$ cat src/rtl/key_event_pkg.sv
// Shared types and helpers for the key_event block: per-key state encoding
// and the hold-counter width calculation.
package key_event_pkg;

    typedef enum logic [1:0] {
        LOCK    = 2'd0,
        IDLE    = 2'd1,
        PRESSED = 2'd2,
        LONG    = 2'd3
    } key_state_t;

    // Wide enough to hold the larger of the two terminal counts.
    function automatic int cnt_width(input int long_c, input int rep_c);
        int m;
        m = (long_c > rep_c) ? long_c : rep_c;
        return (m < 2) ? 1 : $clog2(m);
    endfunction

endpackage

$ cat src/rtl/key_event_chan.sv
// One key channel: lock-out/idle/pressed/long FSM with its hold counter.
// Define SM_KEY_REPEAT_EN to emit auto-repeat press pulses while in LONG.
module key_event_chan
    import key_event_pkg::*;
#(
    parameter int LONG_CYCLES   = 100_000_000,
    parameter int REPEAT_CYCLES = 20_000_000
) (
    input  logic clk,
    input  logic rst_n,
    input  logic i_key,
    output logic o_press_next,
    output logic o_press,
    output logic o_release,
    output logic o_long,
    output logic o_held
);

    localparam int CNT_W = cnt_width(LONG_CYCLES, REPEAT_CYCLES);
    localparam logic [CNT_W-1:0] LONG_TERM = CNT_W'(LONG_CYCLES - 1);
`ifdef SM_KEY_REPEAT_EN
    localparam logic [CNT_W-1:0] REP_TERM = CNT_W'(REPEAT_CYCLES - 1);
`endif

    key_state_t       r_state;
    logic [CNT_W-1:0] r_cnt;
    logic             r_press;
    logic             r_release;
    logic             r_long;
    logic             r_held;
    logic             w_press_next;

    // Exposed so the top can register key_valid/key_code in the same cycle as press.
    always_comb begin
        w_press_next = 1'b0;
        case (r_state)
            IDLE:    w_press_next = ~i_key;
`ifdef SM_KEY_REPEAT_EN
            LONG:    w_press_next = ~i_key && (r_cnt == REP_TERM);
`endif
            default: w_press_next = 1'b0;
        endcase
    end

    always_ff @(posedge clk or negedge rst_n) begin
        if (!rst_n) begin
            r_state   <= LOCK;
            r_cnt     <= '0;
            r_press   <= 1'b0;
            r_release <= 1'b0;
            r_long    <= 1'b0;
            r_held    <= 1'b0;
        end else begin
            r_press   <= w_press_next;
            r_release <= 1'b0;
            r_long    <= 1'b0;
            case (r_state)
                LOCK: begin
                    if (i_key) r_state <= IDLE;
                end
                IDLE: begin
                    if (!i_key) begin
                        r_state <= PRESSED;
                        r_held  <= 1'b1;
                        r_cnt   <= '0;
                    end
                end
                PRESSED: begin
                    if (i_key) begin
                        r_state   <= IDLE;
                        r_release <= 1'b1;
                        r_held    <= 1'b0;
                        r_cnt     <= '0;
                    end else if (r_cnt == LONG_TERM) begin
                        r_state <= LONG;
                        r_long  <= 1'b1;
                        r_cnt   <= '0;
                    end else begin
                        r_cnt <= r_cnt + 1'b1;
                    end
                end
                LONG: begin
                    if (i_key) begin
                        r_state   <= IDLE;
                        r_release <= 1'b1;
                        r_held    <= 1'b0;
                        r_cnt     <= '0;
                    end else begin
`ifdef SM_KEY_REPEAT_EN
                        if (r_cnt == REP_TERM) r_cnt <= '0;
                        else                   r_cnt <= r_cnt + 1'b1;
`else
                        r_cnt <= '0;
`endif
                    end
                end
                default: r_state <= LOCK;
            endcase
        end
    end

    assign o_press_next = w_press_next;
    assign o_press      = r_press;
    assign o_release    = r_release;
    assign o_long       = r_long;
    assign o_held       = r_held;

endmodule

$ cat src/rtl/key_event.sv
// Key event top: NUM_KEYS independent channels plus a registered priority
// encoder for key_valid/key_code. Optional macro: SM_KEY_REPEAT_EN (auto-repeat).
module key_event
    import key_event_pkg::*;
#(
    parameter int NUM_KEYS      = 5,
    parameter int LONG_CYCLES   = 100_000_000,
    parameter int REPEAT_CYCLES = 20_000_000,
    localparam int CODE_W       = (NUM_KEYS > 1) ? $clog2(NUM_KEYS) : 1
) (
    input  logic                clk,
    input  logic                rst_n,
    input  logic [NUM_KEYS-1:0] key_in,
    output logic [NUM_KEYS-1:0] press_pulse,
    output logic [NUM_KEYS-1:0] release_pulse,
    output logic [NUM_KEYS-1:0] long_pulse,
    output logic [NUM_KEYS-1:0] key_held,
    output logic                key_valid,
    output logic [CODE_W-1:0]   key_code
);

    logic [NUM_KEYS-1:0] w_press_next;
    logic [CODE_W-1:0]   w_code;
    logic                r_key_valid;
    logic [CODE_W-1:0]   r_key_code;

    for (genvar gi = 0; gi < NUM_KEYS; gi++) begin : g_chan
        key_event_chan #(
            .LONG_CYCLES  (LONG_CYCLES),
            .REPEAT_CYCLES(REPEAT_CYCLES)
        ) u_chan (
            .clk         (clk),
            .rst_n       (rst_n),
            .i_key       (key_in[gi]),
            .o_press_next(w_press_next[gi]),
            .o_press     (press_pulse[gi]),
            .o_release   (release_pulse[gi]),
            .o_long      (long_pulse[gi]),
            .o_held      (key_held[gi])
        );
    end

    // Scan downward so the lowest-numbered pressing key wins.
    always_comb begin
        w_code = '0;
        for (int i = NUM_KEYS - 1; i >= 0; i--) begin
            if (w_press_next[i]) w_code = CODE_W'(i);
        end
    end

    always_ff @(posedge clk or negedge rst_n) begin
        if (!rst_n) begin
            r_key_valid <= 1'b0;
            r_key_code  <= '0;
        end else begin
            r_key_valid <= |w_press_next;
            r_key_code  <= w_code;
        end
    end

    assign key_valid = r_key_valid;
    assign key_code  = r_key_code;

endmodule

$ cat config.mk
export PLATFORM = sky130hd
export DESIGN_NAME = key_event
export DESIGN_NICKNAME = d
export VERILOG_FILES = /design/src/rtl/key_event_pkg.sv /design/src/rtl/key_event_chan.sv /design/src/rtl/key_event.sv
export SDC_FILE = /design/constraint.sdc
export NUM_CORES = 1
export LEC_CHECK = 0
export ABC_AREA = 1
export CORE_MARGIN = 2
export CORE_UTILIZATION = 52
export CTS_CLUSTER_SIZE = 25
export DETAILED_ROUTE_END_ITERATION = 7
export GPL_TIMING_DRIVEN = 1
export PLACE_DENSITY = 0.69
export SYNTH_ARGS = -nofsm -noshare
export SYNTH_HDL_FRONTEND = slang
export SYNTH_SLANG_ARGS = --single-unit
$ cat constraint.sdc
create_clock -name clk -period 2.6 [get_ports clk]
set_input_delay 0.78 -clock clk [delete_from_list [all_inputs] [get_ports clk]]
set_output_delay 0.78 -clock clk [all_outputs]
set_load 0.005 [all_outputs]
# Word-level counts from Yosys, hierarchy flattened

Index checks and enable logic that the tools add are counted.

Bitwise logic cells: 5
Equal/unequal tests: 40
Reductions and logical operators: 41
Mux-type cells: 95
Add/subtract/negate cells: 5

Operators with widths:

| operator                | number |
|---|---|
| $mux W27                | 15 |
| $pmux W27 S3            | 5 |
| $add A27 B1 Y27 const B | 5 |
| $eq A27 B27 Y1 const B  | 5 |
| $mux W1                 | 40 |
| $mux W2                 | 20 |
| $pmux W2 S3             | 5 |
| $reduce_and A3 Y1       | 10 |
| $eq A2 B2 Y1 const B    | 10 |
| $ne A2 B1 Y1 const B    | 10 |
| $reduce_or A2 Y1        | 10 |
| $mux W3                 | 5 |
| $ne A3 B2 Y1 const B    | 5 |
| $reduce_bool A3 Y1      | 5 |
| $eq A2 B1 Y1 const B    | 5 |
| $logic_not A2 Y1        | 5 |
| $ne A2 B2 Y1 const B    | 5 |
| $pmux W1 S2             | 5 |
| $reduce_and A2 Y1       | 5 |
| $reduce_bool A2 Y1      | 5 |
| $not A1 Y1              | 5 |
| $reduce_or A5 Y1        | 1 |

Input port bits: 7
Bits in registers: 169
Output and inout bits: 24

# Depth between registers and ports, before layout

Gate-level depths: netlist (run 1).

Word-level depth: 7
Mapped depth: 14

# Hierarchy

From an unflattened synthesis (run 1), not the netlist that was laid out.

Cells, all modules: 1434
Area, all modules: 10194.8 um^2

Modules (own cells, without submodules):

| module                                 | cells an instance | sequential area each (um^2) | instances | area an instance (um^2) |
|---|---|---|---|---|
| key_event_chan at g_chan[0].u_chan ... | 284               | 825.8                       | 3         | 2006.9 |
| key_event_chan at g_chan[4].u_chan     | 287               | 825.8                       | 1         | 2054.5 |
| key_event_chan at g_chan[1].u_chan     | 280               | 825.8                       | 1         | 1971.9 |
| key_event                              | 15                | 100.1                       | 1         | 147.6 |

# Worst setup path after synthesis (run 1)

No wires, ideal clock.

Path type: in2reg
Start point: in key_in[4]
End point: reg g_chan[4].u_chan.r_cnt[22]
Stages: 12
Data arrival time: 1664 ps
Slack: 823 ps
Library setup time: 113 ps
Required time: 2487 ps
Cell sequence: nand2_2 -> nand2_4 -> inv_2 -> nand2_1 -> nor2_1 -> nand2_1 -> inv_1 -> nand2_1 -> nand2_1 -> nand2_1 -> nand2_1 -> inv_1

Cells in the longest elaborated chain, start to end: 2
Elaborated cells between the ends (all ways): 4
Classes of those cells: eq/ne (1); mux (2); reduce/logical (1)

Ends and longest elaborated chain:

| what                                                     | RTL line             | RTL |
|---|---|---|
| start, declared                                          | key_event.sv:13      | `input logic [NUM_KEYS-1:0] key_in,` |
| $mux W27 / $ne A2 B2 Y1 (equally long branches)          | -                    |  |
| $pmux W27 S3 / $reduce_and A2 Y1 (equally long branches) | -                    |  |
| end signal, assigned                                     | key_event_chan.sv:79 | `r_cnt <= r_cnt + 1'b1;` |
| end, declared                                            | key_event_chan.sv:26 | `logic [CNT_W-1:0] r_cnt;` |

Several ways; a longest one is shown, not always the timed one.
A chain may end at the register's enable or synchronous reset.

# Worst setup path in the final report (run 1)

Start point: reg g_chan[2].u_chan.r_held
End point: out key_held[2]

RTL lines:

| what                   | RTL line             | RTL |
|---|---|---|
| start, declared        | key_event_chan.sv:30 | `logic r_held;` |
| start signal, assigned | key_event_chan.sv:52 | `r_held <= 1'b0;` |
| start signal, assigned | key_event_chan.sv:64 | `r_held <= 1'b1;` |
| start signal, assigned | key_event_chan.sv:72 | `r_held <= 1'b0;` |
| end, declared          | key_event.sv:17      | `output logic [NUM_KEYS-1:0] key_held,` |

No word-level cell between the ends.

==> results of run 1 <==
cell usage after synthesis, drive strengths merged (6+ instances only):
cell type / number
nand2: 372
nor2: 286
inv: 211
dfrtp: 169
nand3: 95
nor3: 45
nand4: 41
o21ai: 41
buf: 31
xor2: 28
ha: 25
a21oi: 24
xnor2: 11
nor4: 9
nor3b: 7
nand3b: 6
state kept, by name, indices dropped and copies added (netlist names):
| name | count |
|---|---|
| g_chan.u_chan.r_cnt | 135 |
| g_chan.u_chan.r_state | 10 |
| g_chan.u_chan.o_held | 5 |
| g_chan.u_chan.o_long | 5 |
| g_chan.u_chan.o_press | 5 |
| g_chan.u_chan.o_release | 5 |
| key_code | 3 |
| key_valid | 1 |
report_power, final:
| part | switching (mW) | internal [mW] | total [mW] |
|---|---|---|---|
| combinational | 1.75 | 0.962 | 2.72 |
| sequential | 0.181 | 2.88 | 3.06 |
| clock | 1.13 | 1.56 | 2.69 |
| total | 3.06 | 5.40 | 8.47 |
layer usage:
layer,vias up,wire (um)
met1,4071,10500
met4,0,605
met3,53,847
met2,191,10400
met5,-,0
li1,4529,-
worst paths after layout:
path	start	slack, ps	end	cells after the start
min reg2reg	g_chan[4].u_chan.o_held$_DFFE_PN0P_	510	g_chan[4].u_chan.o_held$_DFFE_PN0P_	2
max in group asynchronous	rst_n	1640	g_chan[0].u_chan.r_cnt[20]$_DFFE_PN0P_	2
max	g_chan[2].u_chan.o_held$_DFFE_PN0P_	470	key_held[2]	1
min	rst_n	230	g_chan[2].u_chan.o_release$_DFF_PN0_	1
min in group clk	g_chan[4].u_chan.o_held$_DFFE_PN0P_	510	g_chan[4].u_chan.o_held$_DFFE_PN0P_	2
max reg2reg	g_chan[4].u_chan.r_state[1]$_DFFE_PN0P_	650	g_chan[4].u_chan.r_cnt[13]$_DFFE_PN0P_	9
per-stage QoR:
step / total power [mW] / hold WS [ps]
2_1_floorplan: 5.04 / 453
3_3_place_gp: 5.81 / 473
3_5_place_dp: 5.84 / 496
4_1_cts: 8.55 / 238
5_1_grt: 9.06 / 250
6_report: 8.47 / 227
kinds of logic (layout without fill, tap and decap cells):
logic type,Yosys count,count (layout),share of synthesized area
AOI/OAI and AO/OA,78,78,0.0431
adders and majority gates,25,25,0.0308
buffers and inverters,244,296,0.102
and+or+nand+nor,868,868,0.374
DFF,169,169,0.416
xor gates and xnor gates,39,39,0.0336
cell type report:
| class | instances | share of cell area |
|---|---|---|
| Sequential cell | 169 | 0.372 |
| Tap cell | 265 | 0.0292 |
| Timing Repair Buffer | 52 | 0.0432 |
| Inverter | 212 | 0.0701 |
| Multi-Input combinational cell | 1010 | 0.431 |
| Clock inverter | 14 | 0.0165 |
| Clock buffer | 18 | 0.0386 |
==> out/metrics.cfg, run 1 <==
[status]
outcome = completed

[cells_and_area]
fin_cells = 1740
syn_to_final_growth_pct = 11.8
n_antenna_cell = 0
seqCellArea_sq_um = 4230
layout_commonest_cell = nand2_1
layout.nets = 1494
final_layout_size_suffix_gt1_frac = 0.0719
most-common-layout-cells = nand2_1, nor2_1, inv_1, dfrtp_1, nand3_1
post-route-cell-area_sq_um = 11400
multi_input_area_sq_um = 4900
n_fill_cell = 1785
final_util = 0.588

[setup_path]
cp_top_family = buffers and inverters
path_buf_inv = 1
cp_slowest_cell = clkdlybuf4s50_1
required_ps = 1820
path_max_fanout = 2
cp_slowest_stage_delay_ps = 550
critPathCaptureType = primary output
start_kind = flip-flop
path_class = reg2out
crit_arrival_ps = 1350
path_cells = clkdlybuf4s50_1

[detailed_routing]
post-route-drc-count = 0
via_per_inst = 5.08
drtIter0Drc = 494
ant_nets = 0
drt-pass1-iter-count = 5
postRouteWirelength_um = 22400
vias = 8844
wl_per_cell_um = 12.9

[placed_design]
gp_congestion = 0.943
place_area_sq_um = 10700
pre_cts_ws_ps = 136
port-buffer-count = 30
placedCellCount = 1708
place_hpwl_um = 16700

[cts]
cts_buffer_depth = 2
ctsResizeCount = 0
path_clk_slew_ps = 70
cts_tree = done
clk_latency_ps = 440
numClockSinks = 169
cts_setup_buffers = 0
hold_buffers = 0
clock-root-buffer = clkbuf_16
htreeDepth = 4
cts_buffers = 17

[global_routing]
grt_pass1_wl_um = 38700
grt_max_degree = 59
grt_pass1_vias = 8444
use_met1 = 0.308
use_met2 = 0.381
gr-max-usage-layer = met2
overflow = 0
use_met3 = 0.0450
grt_antenna_before_repair = 0
grt_use_total = 0.233

[power_and_ir_drop]
power_density_nw_per_um2 = 744
leakage_nw = 5.42
ir_worst_vdd_uv = 454

[yosys]
synth-edff-count = 0
ys_async_sr_fraction = 1.00
syn_area_sq_um = 10200
synth_ff_type = dfrtp_1
synthDistinctLibCells = 41
synth_area_leaders = dfrtp_1, nand2_1, nor2_1
ys_ff_latch = 169
synth_cells = 1423
netlist.area_leader.share = 0.416
ys_warn_count = 0
synth_nets = 1455
synth.avg_cell_area_sq_um = 7.15
ys_seq_area_frac = 0.416
synth_top_area_cell = dfrtp_1

[sta]
setup_violations = 0
clock.fmax_mhz = 470
fin_crit_ps = 2130
setup_tns_ps = 0
finalMaxSlewViolations = 0
worst_pin_slew_ps = 592
setup_ws_ps = 472
finalHoldViolCount = 0
rsz0062_at_grt = false
slew_headroom = 0.605
clock_skew_ps = 12.7
fin_crit_sh = 0.819

[floorplanning]
die_area_sq_um = 20700
dieWidth_um = 144
fp-row-count = 51
initial_core_util = 0.526
fp.coreArea_sq_um = 19300
ios = 31
fp.dieH_um = 144

[worst_hold_path]
hp-class = in2async

[run]
max_cap_violations = 0

Power figures use the tool's default switching activity.
==> run 2: changes to the inputs <==
Settings changed: PLACE_DENSITY 0.69 to 0.72.
Clock period 2.6 ns to 1.9 ns, I/O delays scaled along.
==> run 2 against run 1 <==
Against the previous run: first-iteration DRC count is 27% higher; design area is 6.1% higher; worst setup slack lost 430 ps; die area unchanged; power grew 48%; largest power group is now combinational cells; highest routed layer unchanged; sequential power increased by 36%; combinational power is 72% higher; cell count increased by 4.1%.
==> out/metrics.cfg, run 2 (synthesized netlist as in run 1, its figures left out) <==
[cells_and_area]
n_fill_cell = 1723  ; -3.5%
final_layout_size_suffix_gt1_frac = 0.131  ; +0.0587
post-route-cell-area_sq_um = 12100  ; +6.1%
regMostFlops = g_chan.u_chan.r_cnt
largest_register_ffs = 135  ; unchanged
seqCellArea_sq_um = 4230  ; unchanged
multi_input_area_sq_um = 4980  ; +1.8%
fin_cells = 1812  ; +4.1%
layout_commonest_cell = nand2_1
syn_to_final_growth_pct = 18.6
layout.nets = 1566  ; +4.8%
most-common-layout-cells = nand2_1, nor2_1, inv_1, dfrtp_1, nand3_1
n_antenna_cell = 0  ; unchanged
top_regs = g_chan.u_chan.r_cnt (135), g_chan.u_chan.r_state (10)

[setup_path]
r2r-start = g_chan[4].u_chan.r_state[0]$_DFFE_PN0P_
start_kind = flip-flop
path_buf_inv = 1  ; unchanged
required_ps = 1330  ; -490 ps
worst-path-stages = 1  ; unchanged
path_class = reg2out
ff2ff_path_depth = 9  ; unchanged
path_cells = clkdlybuf4s50_1
cp_slowest_stage_delay_ps = 530  ; -20 ps
cp-startpoint = g_chan[0].u_chan.o_press$_DFF_PN0_
crit_arrival_ps = 1290  ; -60 ps
path_max_fanout = 1  ; -1
critPathCaptureType = primary output
cp_slowest_cell = clkdlybuf4s50_1
cp_top_family = buffers and inverters

[placed_design]
place_hpwl_um = 17200  ; +3.1%
gp_congestion = 0.950  ; +0.73%
placedCellCount = 1771  ; +3.7%
place_area_sq_um = 11300  ; +4.9%
port-buffer-count = 30  ; unchanged
pre_cts_ws_ps = -306  ; -442 ps

[detailed_routing]
wl_per_cell_um = 12.9  ; +0.22%
vias = 9167  ; +3.7%
ant_nets = 0  ; unchanged
drt-pass1-iter-count = 5  ; unchanged
postRouteWirelength_um = 23300  ; +4.4%
via_per_inst = 5.06  ; -0.47%
post-route-drc-count = 0  ; unchanged
drtIter0Drc = 628  ; +27%

[cts]
clock-root-buffer = clkbuf_16
path_clk_slew_ps = 70  ; about the same
cts_tree = done
clk_latency_ps = 440  ; about the same
hold_buffers = 0  ; unchanged
htreeDepth = 4  ; unchanged
cts_buffers = 17  ; unchanged
cts_buffer_depth = 2  ; unchanged
numClockSinks = 169  ; unchanged

[sta]
clock.fmax_mhz = 537
setup_violations = 0  ; unchanged
slew_headroom = 0.550  ; -0.0546
worst_pin_slew_ps = 668  ; +76.2 ps
timing.hold.ws_ps = 12.4  ; -215 ps
fin_crit_ps = 1860
fin_crit_sh = 0.980
setup_ws_ps = 38.3  ; -433 ps
finalMaxSlewViolations = 0  ; unchanged
finalHoldViolCount = 0  ; unchanged
clock_skew_ps = 8.66  ; -4.07 ps

[floorplanning]
ios = 31  ; unchanged
fp.dieH_um = 144  ; unchanged
fp.coreArea_sq_um = 19300  ; unchanged
initial_core_util = 0.526  ; unchanged
dieWidth_um = 144  ; unchanged
die_area_sq_um = 20700  ; unchanged
fp-row-count = 51  ; unchanged

[global_routing]
grt_pass1_wl_um = 39300  ; +1.7%
grt_antenna_before_repair = 0  ; unchanged
grt_use_total = 0.235  ; +0.00272
grt_max_degree = 38  ; -36%
grt_pass1_vias = 8524  ; +0.95%
overflow = 0  ; unchanged
use_met2 = 0.383  ; +0.00150
gr-max-usage-layer = met2
use_met3 = 0.0427  ; -0.00233
use_met1 = 0.326  ; +0.0181

[run]
max_cap_violations = 0  ; unchanged

[worst_hold_path]
hp-class = in2async

[power_and_ir_drop]
leakage_nw = 5.86  ; +8.2%
finalPower_mw = 12.5  ; +48%
ir_worst_vdd_uv = 641  ; +41%
power_density_nw_per_um2 = 1040  ; +39%

[status]
outcome = completed

-- run 2: worst paths after layout --
path,endpoint,slack [ps]
min in group clk,g_chan[4].u_chan.o_held$_DFFE_PN0P_,480
min,g_chan[2].u_chan.o_held$_DFFE_PN0P_,10
max reg2reg,g_chan[4].u_chan.r_cnt[15]$_DFFE_PN0P_,60
max,press_pulse[0],40
min reg2reg,g_chan[4].u_chan.o_held$_DFFE_PN0P_,480
max in group asynchronous,g_chan[4].u_chan.r_cnt[18]$_DFFE_PN0P_,1300
-- run 2: what timing repair did --
action | 4_1_cts | 5_1_grt
setup buffers | 0 | 9
resized for setup | 3 | 34
setup endpoints to repair | 9 | 54
endpoints found under the hold margin | 0 | 0
pin swaps | 0 | 4
-- run 2: metrics by stage --
step                      setup TNS, ps  utilization
final                                 0        0.624
after global routing               -128        0.624
after CTS                             0        0.615
after detailed placement         -16780        0.583
after global placement           -12350        0.583
after floorplan                       0            -
-- run 2: report_power, final --
| part | leakage, nW | total (mW) | internal (mW) | switching [mW] |
|---|---|---|---|---|
| Combinational | 3.25 | 4.69 | 2.03 | 2.66 |
| Clock | 0.295 | 3.63 | 2.04 | 1.59 |
| Sequential | 2.31 | 4.17 | 3.94 | 0.227 |
-- run 2: per-layer routing --
layer | vias up | routed length, um
li1 | 4664 | -
met1 | 4255 | 11100
met4 | 0 | 270
met2 | 219 | 11000
met3 | 29 | 972
met5 | - | 0
-- run 2: cell type report --
| cell class | count | share of cell area |
|---|---|---|
| multi-input cells | 1010 | 0.413 |
| flip-flops and latches | 169 | 0.351 |
| repair buffers | 124 | 0.0916 |
| inverters | 212 | 0.0661 |
| clock buffers | 18 | 0.0364 |
| well taps | 265 | 0.0275 |
| clock inverters | 14 | 0.0146 |
